File: src/rtl/adc_sum_trigger_pkg.sv
// Shared types, default widths and the saturating bias-subtract helper for adc_sum_trigger.
package adc_sum_trigger_pkg;

  localparam int ADC_W_DEF = 16;
  localparam int TRG_W_DEF = 16;
  localparam int LIM_W_DEF = 8;

  typedef enum logic [1:0] {
    DISABLED = 2'd0,
    ARMED    = 2'd1,
    HOLDOFF  = 2'd2,
    REARM    = 2'd3
  } trg_state_e;

  // Operands arrive sign-extended to 32 bits; the result is clamped to the signed w-bit range.
  function automatic logic signed [31:0] sat_sub(
    input logic signed [31:0] x,
    input logic signed [31:0] bias,
    input int                 w
  );
    logic signed [32:0] diff;
    logic signed [32:0] hi;
    logic signed [32:0] lo;
    diff = {x[31], x} - {bias[31], bias};
    hi   = (33'sd1 <<< (w - 1)) - 33'sd1;
    lo   = -(33'sd1 <<< (w - 1));
    if (diff > hi) begin
      sat_sub = hi[31:0];
    end else if (diff < lo) begin
      sat_sub = lo[31:0];
    end else begin
      sat_sub = diff[31:0];
    end
  endfunction

endpackage

File: src/rtl/adc_sum_trigger_bias_abs.sv
// One ADC channel: subtract bias with saturation, take the magnitude, register both (pipeline stage 1).
module bias_abs
  import adc_sum_trigger_pkg::*;
#(
  parameter int W = ADC_W_DEF
) (
  input  logic         clk_i,
  input  logic         rst_ni,
  input  logic         load_i,
  input  logic [W-1:0] x_i,
  input  logic [W-1:0] bias_i,
  output logic [W-1:0] corr_o,
  output logic [W-1:0] abs_o
);

  logic signed [31:0] x_ext;
  logic signed [31:0] bias_ext;
  logic signed [31:0] corr_full;
  logic [W-1:0]       corr_d;
  logic [W-1:0]       abs_d;
  logic [W-1:0]       corr_q;
  logic [W-1:0]       abs_q;

  assign x_ext     = 32'(signed'(x_i));
  assign bias_ext  = 32'(signed'(bias_i));
  assign corr_full = sat_sub(x_ext, bias_ext, W);
  assign corr_d    = corr_full[W-1:0];
  // Unsigned W-bit magnitude, so the most negative code maps to 2^(W-1) without overflow.
  assign abs_d     = corr_d[W-1] ? (~corr_d + W'(1)) : corr_d;

  always_ff @(posedge clk_i or negedge rst_ni) begin
    if (!rst_ni) begin
      corr_q <= '0;
      abs_q  <= '0;
    end else if (load_i) begin
      corr_q <= corr_d;
      abs_q  <= abs_d;
    end
  end

  assign corr_o = corr_q;
  assign abs_o  = abs_q;

endmodule

File: src/rtl/adc_sum_trigger.sv
// Bias-corrected |A|+|B| threshold trigger with holdoff/re-arm, tagged onto a two-stage AXI-Stream pipe.
// Define ADC_SUM_TRIGGER_MAX_EN to build the peak-sum tracker; otherwise max_sum is tied to zero.
module adc_sum_trigger
  import adc_sum_trigger_pkg::*;
#(
  parameter int ADC_DATA_WIDTH  = ADC_W_DEF,
  parameter int TRG_VALUE_WIDTH = TRG_W_DEF,
  parameter int LIMITER_WIDTH   = LIM_W_DEF
) (
  input  logic                          aclk,
  input  logic                          aresetn,
  input  logic                          trg_en,
  input  logic                          max_clr_n,
  input  logic [TRG_VALUE_WIDTH-1:0]    trg_value,
  input  logic [LIMITER_WIDTH-1:0]      limiter,
  input  logic [ADC_DATA_WIDTH-1:0]     bias_ch_A,
  input  logic [ADC_DATA_WIDTH-1:0]     bias_ch_B,
  input  logic [2*ADC_DATA_WIDTH-1:0]   s_axis_tdata,
  input  logic                          s_axis_tvalid,
  output logic                          s_axis_tready,
  output logic [2*ADC_DATA_WIDTH-1:0]   m_axis_tdata,
  output logic                          m_axis_tvalid,
  input  logic                          m_axis_tready,
  output logic                          m_axis_tuser,
  output logic [31:0]                   trg_count,
  output logic [ADC_DATA_WIDTH:0]       max_sum
);

  localparam int W     = ADC_DATA_WIDTH;
  localparam int SUM_W = W + 1;
  localparam int CMP_W = (SUM_W > TRG_VALUE_WIDTH) ? SUM_W : TRG_VALUE_WIDTH;

  logic           s1_valid_q, s1_valid_d;
  logic           s2_valid_q, s2_valid_d;
  logic           ready1, ready2;
  logic           load1, load2;

  logic [W-1:0]   bias_ch [2];
  logic [W-1:0]   corr_s1 [2];
  logic [W-1:0]   abs_s1  [2];

  logic [SUM_W-1:0] sum_d;
  logic             hit;

  logic [2*W-1:0] data_q, data_d;
  logic           tuser_q, tuser_d;
  logic [31:0]    count_q, count_d;

  trg_state_e               state_q, state_d;
  logic [LIMITER_WIDTH-1:0] hold_q, hold_d;
  logic                     fire;

  // ---------------------------------------------------------------- handshake
  assign ready2 = ~s2_valid_q | m_axis_tready;
  assign ready1 = ~s1_valid_q | ready2;
  assign load1  = s_axis_tvalid & ready1;
  assign load2  = s1_valid_q & ready2;

  assign s1_valid_d = ready1 ? s_axis_tvalid : s1_valid_q;
  assign s2_valid_d = ready2 ? s1_valid_q    : s2_valid_q;

  // ---------------------------------------------------------------- stage 1
  assign bias_ch[0] = bias_ch_A;
  assign bias_ch[1] = bias_ch_B;

  genvar gi;
  generate
    for (gi = 0; gi < 2; gi++) begin : g_ch
      bias_abs #(
        .W (W)
      ) u_bias_abs (
        .clk_i  (aclk),
        .rst_ni (aresetn),
        .load_i (load1),
        .x_i    (s_axis_tdata[gi*W +: W]),
        .bias_i (bias_ch[gi]),
        .corr_o (corr_s1[gi]),
        .abs_o  (abs_s1[gi])
      );
    end
  endgenerate

  // ---------------------------------------------------------------- stage 2 datapath
  assign sum_d  = SUM_W'(abs_s1[0]) + SUM_W'(abs_s1[1]);
  assign hit    = CMP_W'(sum_d) >= CMP_W'(trg_value);
  assign data_d = load2 ? {corr_s1[1], corr_s1[0]} : data_q;

  // ---------------------------------------------------------------- trigger FSM
  // Only DISABLED and the trg_en override move without a beat; everything else waits for an S2 load.
  always_comb begin
    state_d = state_q;
    hold_d  = hold_q;
    fire    = 1'b0;
    if (!trg_en) begin
      state_d = DISABLED;
    end else begin
      case (state_q)
        DISABLED: state_d = REARM;
        ARMED: begin
          if (load2 && hit) begin
            fire = 1'b1;
            if (limiter == '0) begin
              state_d = REARM;
            end else begin
              state_d = HOLDOFF;
              hold_d  = limiter;
            end
          end
        end
        HOLDOFF: begin
          if (load2) begin
            if (hold_q <= LIMITER_WIDTH'(2)) begin
              state_d = REARM;
            end else begin
              hold_d = hold_q - LIMITER_WIDTH'(1);
            end
          end
        end
        REARM: begin
          if (load2 && !hit) begin
            state_d = ARMED;
          end
        end
        default: state_d = DISABLED;
      endcase
    end
  end

  always_comb begin
    count_d = count_q;
    tuser_d = tuser_q;
    if (!trg_en) begin
      count_d = '0;
    end else if (fire) begin
      count_d = count_q + 32'd1;
    end
    if (load2) begin
      tuser_d = fire;
    end
  end

  always_ff @(posedge aclk or negedge aresetn) begin
    if (!aresetn) begin
      s1_valid_q <= 1'b0;
      s2_valid_q <= 1'b0;
      data_q     <= '0;
      tuser_q    <= 1'b0;
      count_q    <= '0;
      state_q    <= DISABLED;
      hold_q     <= '0;
    end else begin
      s1_valid_q <= s1_valid_d;
      s2_valid_q <= s2_valid_d;
      data_q     <= data_d;
      tuser_q    <= tuser_d;
      count_q    <= count_d;
      state_q    <= state_d;
      hold_q     <= hold_d;
    end
  end

  // ---------------------------------------------------------------- peak tracker
`ifdef ADC_SUM_TRIGGER_MAX_EN
  logic [SUM_W-1:0] max_q, max_d;

  always_comb begin
    max_d = max_q;
    if (!max_clr_n) begin
      max_d = '0;
    end else if (load2 && (sum_d > max_q)) begin
      max_d = sum_d;
    end
  end

  always_ff @(posedge aclk or negedge aresetn) begin
    if (!aresetn) begin
      max_q <= '0;
    end else begin
      max_q <= max_d;
    end
  end

  assign max_sum = max_q;
`else
  logic unused_max_clr;
  assign unused_max_clr = max_clr_n;
  assign max_sum        = '0;
`endif

  // ---------------------------------------------------------------- outputs
  assign s_axis_tready = ready1;
  assign m_axis_tvalid = s2_valid_q;
  assign m_axis_tdata  = data_q;
  assign m_axis_tuser  = tuser_q;
  assign trg_count     = count_q;

endmodule

File: config.mk
export PLATFORM = sky130hd
export DESIGN_NAME = adc_sum_trigger
export DESIGN_NICKNAME = d
export VERILOG_FILES = /design/src/rtl/adc_sum_trigger_pkg.sv /design/src/rtl/adc_sum_trigger_bias_abs.sv /design/src/rtl/adc_sum_trigger.sv
export SDC_FILE = /design/constraint.sdc
export NUM_CORES = 1
export LEC_CHECK = 0
export ABC_AREA = 0
export ABC_CLOCK_PERIOD_IN_PS = 7400
export BUFFER_PORTS_ARGS = -buffer_cell sky130_fd_sc_hd__buf_2
export CORE_MARGIN = 2
export CORE_UTILIZATION = 62
export DETAILED_ROUTE_END_ITERATION = 6
export PLACE_DENSITY = 0.91
export SYNTH_ARGS = -nofsm -noshare
export SYNTH_HDL_FRONTEND = slang
export SYNTH_SLANG_ARGS = --single-unit
export TNS_END_PERCENT = 50
File: constraint.sdc
create_clock -name aclk -period 7.4 [get_ports aclk]
set_input_delay 0.74 -clock aclk [delete_from_list [all_inputs] [get_ports aclk]]
set_output_delay 0.74 -clock aclk [all_outputs]
set_load 0.05 [all_outputs]
==> impl_metrics.ini <==
[grt]
grt_pass1_vias = 9316
grt_pass1_wl_um = 45400
grt_start_max_net_pins = 90
globalRouteTotalUtil_pct = 30.8
antenna_found_initial = 1
grt.overflow.total = 0

[detailed_routing]
drcViolationCount = 0
dr.pass1.iters = 6
final_antenna_net_count = 0
vias = 9921
vias_per_cell = 6.42
drt-total-wl_um = 27200
wl_per_cell_um = 17.6
drtIter0Drc = 1147

[cts]
cts-htree-levels = 4
holdBufCountCts = 0
cts_tree = built
cts_buffer_depth = 2
cts_resized = 0
post_cts_buffers = 0
cts_inserted_buffers = 17
cts_sinks = 139
clkLatencyLatePin_ps = 430
root_buffer = clkbuf_16
clk_pin_slew_ps = 60

[synth]
netlist_top_cells_area = dfrtp_1 33%, ha_1 8.3%, o21ai_0 4.3%, nand2_1 3.7%, mux2_2 3.6%
synth_edf_count = 0
synth_area_leader_cell = dfrtp_1
syn_area_per_cell_um2 = 8.74
synthArstFlopShare_pct = 100
ys_seq_area_share_pct = 33.3
syn_area_um2 = 10400
yosysWarnings = 0
yosys.area.top_type_share_pct = 33.3
synth_cell_types = 81
ys_ff_latch = 139
synthCells = 1193
synth_ff_type = dfrtp_1

[place]
gp_congestion = 0.894
dpl.hpwl_um = 18900
placed_cell_area_um2 = 11200
io_buffers = 159
pre_cts_slack_ps = 1700
place_inst = 1512

[outcome]
status = completed

[timing]
hold_slack_ps = 309
min_period_ps = 5580
max-slew-margin-rel_pct = 34.7
slew_violations = 0
fin_crit_sh_pct = 75.5
finalClockSkew_ps = 10.5
setup_viol = 0
fin_ws_ps = 1820
rsz0062_at_grt = no
fmax_mhz = 179
finalHoldViolations = 0
setup_tns_ps = 0
worstMarginPinSlew_ps = 979

[setup_path]
crit_type = flip-flop to flip-flop
crit_chain = ha_1 -> inv_1 -> fa_1 -> nor2b_1 -> o21ai_0 -> a21boi_1 -> o21ai_0 -> a22oi_1 -> a21o_1 -> a21oi_1 -> xnor2_1 -> ha_1 -> a21o_1 -> a21o_1 -> a21oi_1 -> a21boi_0 -> a211oi_1 -> o22a_1 -> buf_4 -> o311ai_0 -> o41ai_1
critPathMaxStageDelay_ps = 850
critPathLaunchType = flip-flop
crit_slowest_cell = o22a_1
critical_path.max_fanout = 32
crit_required_ps = 7700
cpMostUsedCell = a21o_1
endpoint_kind = flip-flop
worstPathArrival_ps = 5880

[cells_and_area]
finalNetCount = 1477
drive_above_1_share_pct = 19.0
syn_to_final_growth_pct = 13.7
stdcell_count = 1545
final_core_util_pct = 71.8
design_area_um2 = 11900

[floorplanning]
pin_count = 178
die_x_um = 134
die-area_um2 = 17900
core_area_um2 = 16500
initial_core_util_pct = 63.1
fp.dieH_um = 134
rows = 47

[pwr]
power_switching_mw = 1.78
vdd_drop_max_mv = 0.261
p_int_mw = 2.17
power.total_mw = 3.95
pwr-share-clk_pct = 22.7
power_frac_comb_pct = 49.6
powerDensity_nw_per_um2 = 333
seq_power_share_pct = 27.7
switching_share_pct = 45.1
power_leakage_nw = 5.63

[worst_hold_path]
hold_class = primary input to async pin

[flow_run]
max_cap_violations = 0
[metal layers]
metal  global-route usage (%)  wire length [um]
met1                     41.3             11100
met2                     51.0             13200
met3                     4.91              2280
met4                     10.2               658
met5                        0                 0
[layout by cell type (no fill, tap or decap), types with 7 or more instances in the layout]
cell type | synthesis | routed
clkbuf_16 | 0 | 17
nor4_1 | 11 | 11
o31ai_1 | 20 | 20
a211oi_1 | 11 | 11
and2_1 | 8 | 8
or4_1 | 7 | 7
o311ai_0 | 25 | 25
nand3_1 | 36 | 36
nand2_1 | 102 | 101
and3_1 | 16 | 16
a221oi_1 | 10 | 10
nand2b_1 | 39 | 39
nor2_1 | 56 | 56
and4_1 | 7 | 7
o21ai_0 | 89 | 89
a21oi_1 | 65 | 65
o211ai_1 | 11 | 11
mux2_2 | 33 | 33
a31oi_1 | 7 | 7
xnor2_1 | 27 | 27
nor2b_1 | 14 | 14
conb_1 | 1 | 17
xor2_1 | 13 | 13
mux2i_1 | 8 | 8
dfrtp_1 | 139 | 139
o41ai_1 | 26 | 26
or3_1 | 11 | 11
ha_1 | 69 | 69
nand4_1 | 20 | 20
buf_2 | 3 | 158
inv_1 | 76 | 76
o21a_1 | 17 | 17
nor3_1 | 13 | 13
a21o_1 | 32 | 32
buf_4 | 17 | 8
[cell usage after synthesis, drive strengths merged (4+ instances only)]
cell / n
o31a: 6
or3: 11
nand2: 102
o31ai: 21
nor2b: 14
a211oi: 11
buf: 25
dfrtp: 139
o221ai: 4
and2: 8
a31oi: 7
nor3: 13
nor3b: 7
nand2b: 39
nand3: 36
a21boi: 4
a22oi: 4
inv: 76
xnor2: 27
or4: 7
clkbuf: 59
o211ai: 12
mux2: 34
o41ai: 27
ha: 69
and4: 7
o21ai: 92
xor2: 13
o22ai: 6
a21oi: 66
and3: 16
mux2i: 8
a211o: 4
o21a: 17
nand4: 20
nor4: 13
o311ai: 25
a221oi: 10
nor2: 56
a21o: 32
[worst paths after layout]
kind | cells after the start | slack (ps) | startpoint | to
setup / recovery | 21 | 1820 | g_ch[0].u_bias_abs.abs_o[0] | trg_count[17]
hold / removal | 1 | 310 | aresetn | trg_count[13]
setup reg to reg | 21 | 1820 | g_ch[0].u_bias_abs.abs_o[0] | trg_count[17]
hold reg to reg | 2 | 480 | g_ch[1].u_bias_abs.corr_o[6] | g_ch[1].u_bias_abs.corr_o[6]
max in group asynchronous | 2 | 5740 | aresetn | m_axis_tvalid
min in group aclk | 2 | 480 | g_ch[1].u_bias_abs.corr_o[6] | g_ch[1].u_bias_abs.corr_o[6]
[critical path, delay by kind of cell (launching register included)]
family,cells,cell delay [ps]
compound gates,14,3310
fa+ha+maj,3,900
buf+inv,2,470
flops,1,420
xor+xnor,1,210
simple gates,1,150
[final cells by class]
cell class                 instances  area (um^2)
antenna                            1         2.50
clock buffer                      20          457
clock inverter                    12          161
fill                            1232         4660
inverter                          77          289
multi-input combinational        909         6340
sequential                       139         3480
tap                              220          275
timing repair buffer             167          862
[cells by family (layout without fill, tap and decap cells)]
kind of cell             count (synthesis)  count (layout)  synth area share [%]
adder cells (fa/ha/maj)                 75              75                  9.14
buffers and inverters                  161             276                  6.51
other                                    1              18                0.0359
multiplexers                            42              42                  4.44
XOR/XNOR                                40              40                  3.36
AO/OA/AOI/OAI                          378             378                  25.4
AND/OR/NAND/NOR                        357             357                  17.8
flip-flops                             139             139                  33.3
[power by group through the flow]
stage          logic, mW  registers, mW  clock network [mW]
4_1_cts             1.93           1.09               0.902
3_5_place_dp        1.90           1.10                   0
3_3_place_gp        1.84           1.09                   0
6_report            1.96           1.09               0.898
5_1_grt             2.15           1.11               0.935
2_1_floorplan       1.27           1.30                   0
[flip-flops by register name, summed over array words and instances, names as in the netlist]
register / count
trg_count: 32
hold_q: 8
g_ch.u_bias_abs.abs_o: 32
state_q: 2
g_ch.u_bias_abs.corr_o: 30
m_axis_tdata: 32
m_axis_tvalid: 1
s1_valid_q: 1
m_axis_tuser: 1
(Power assumes the default switching activity.)
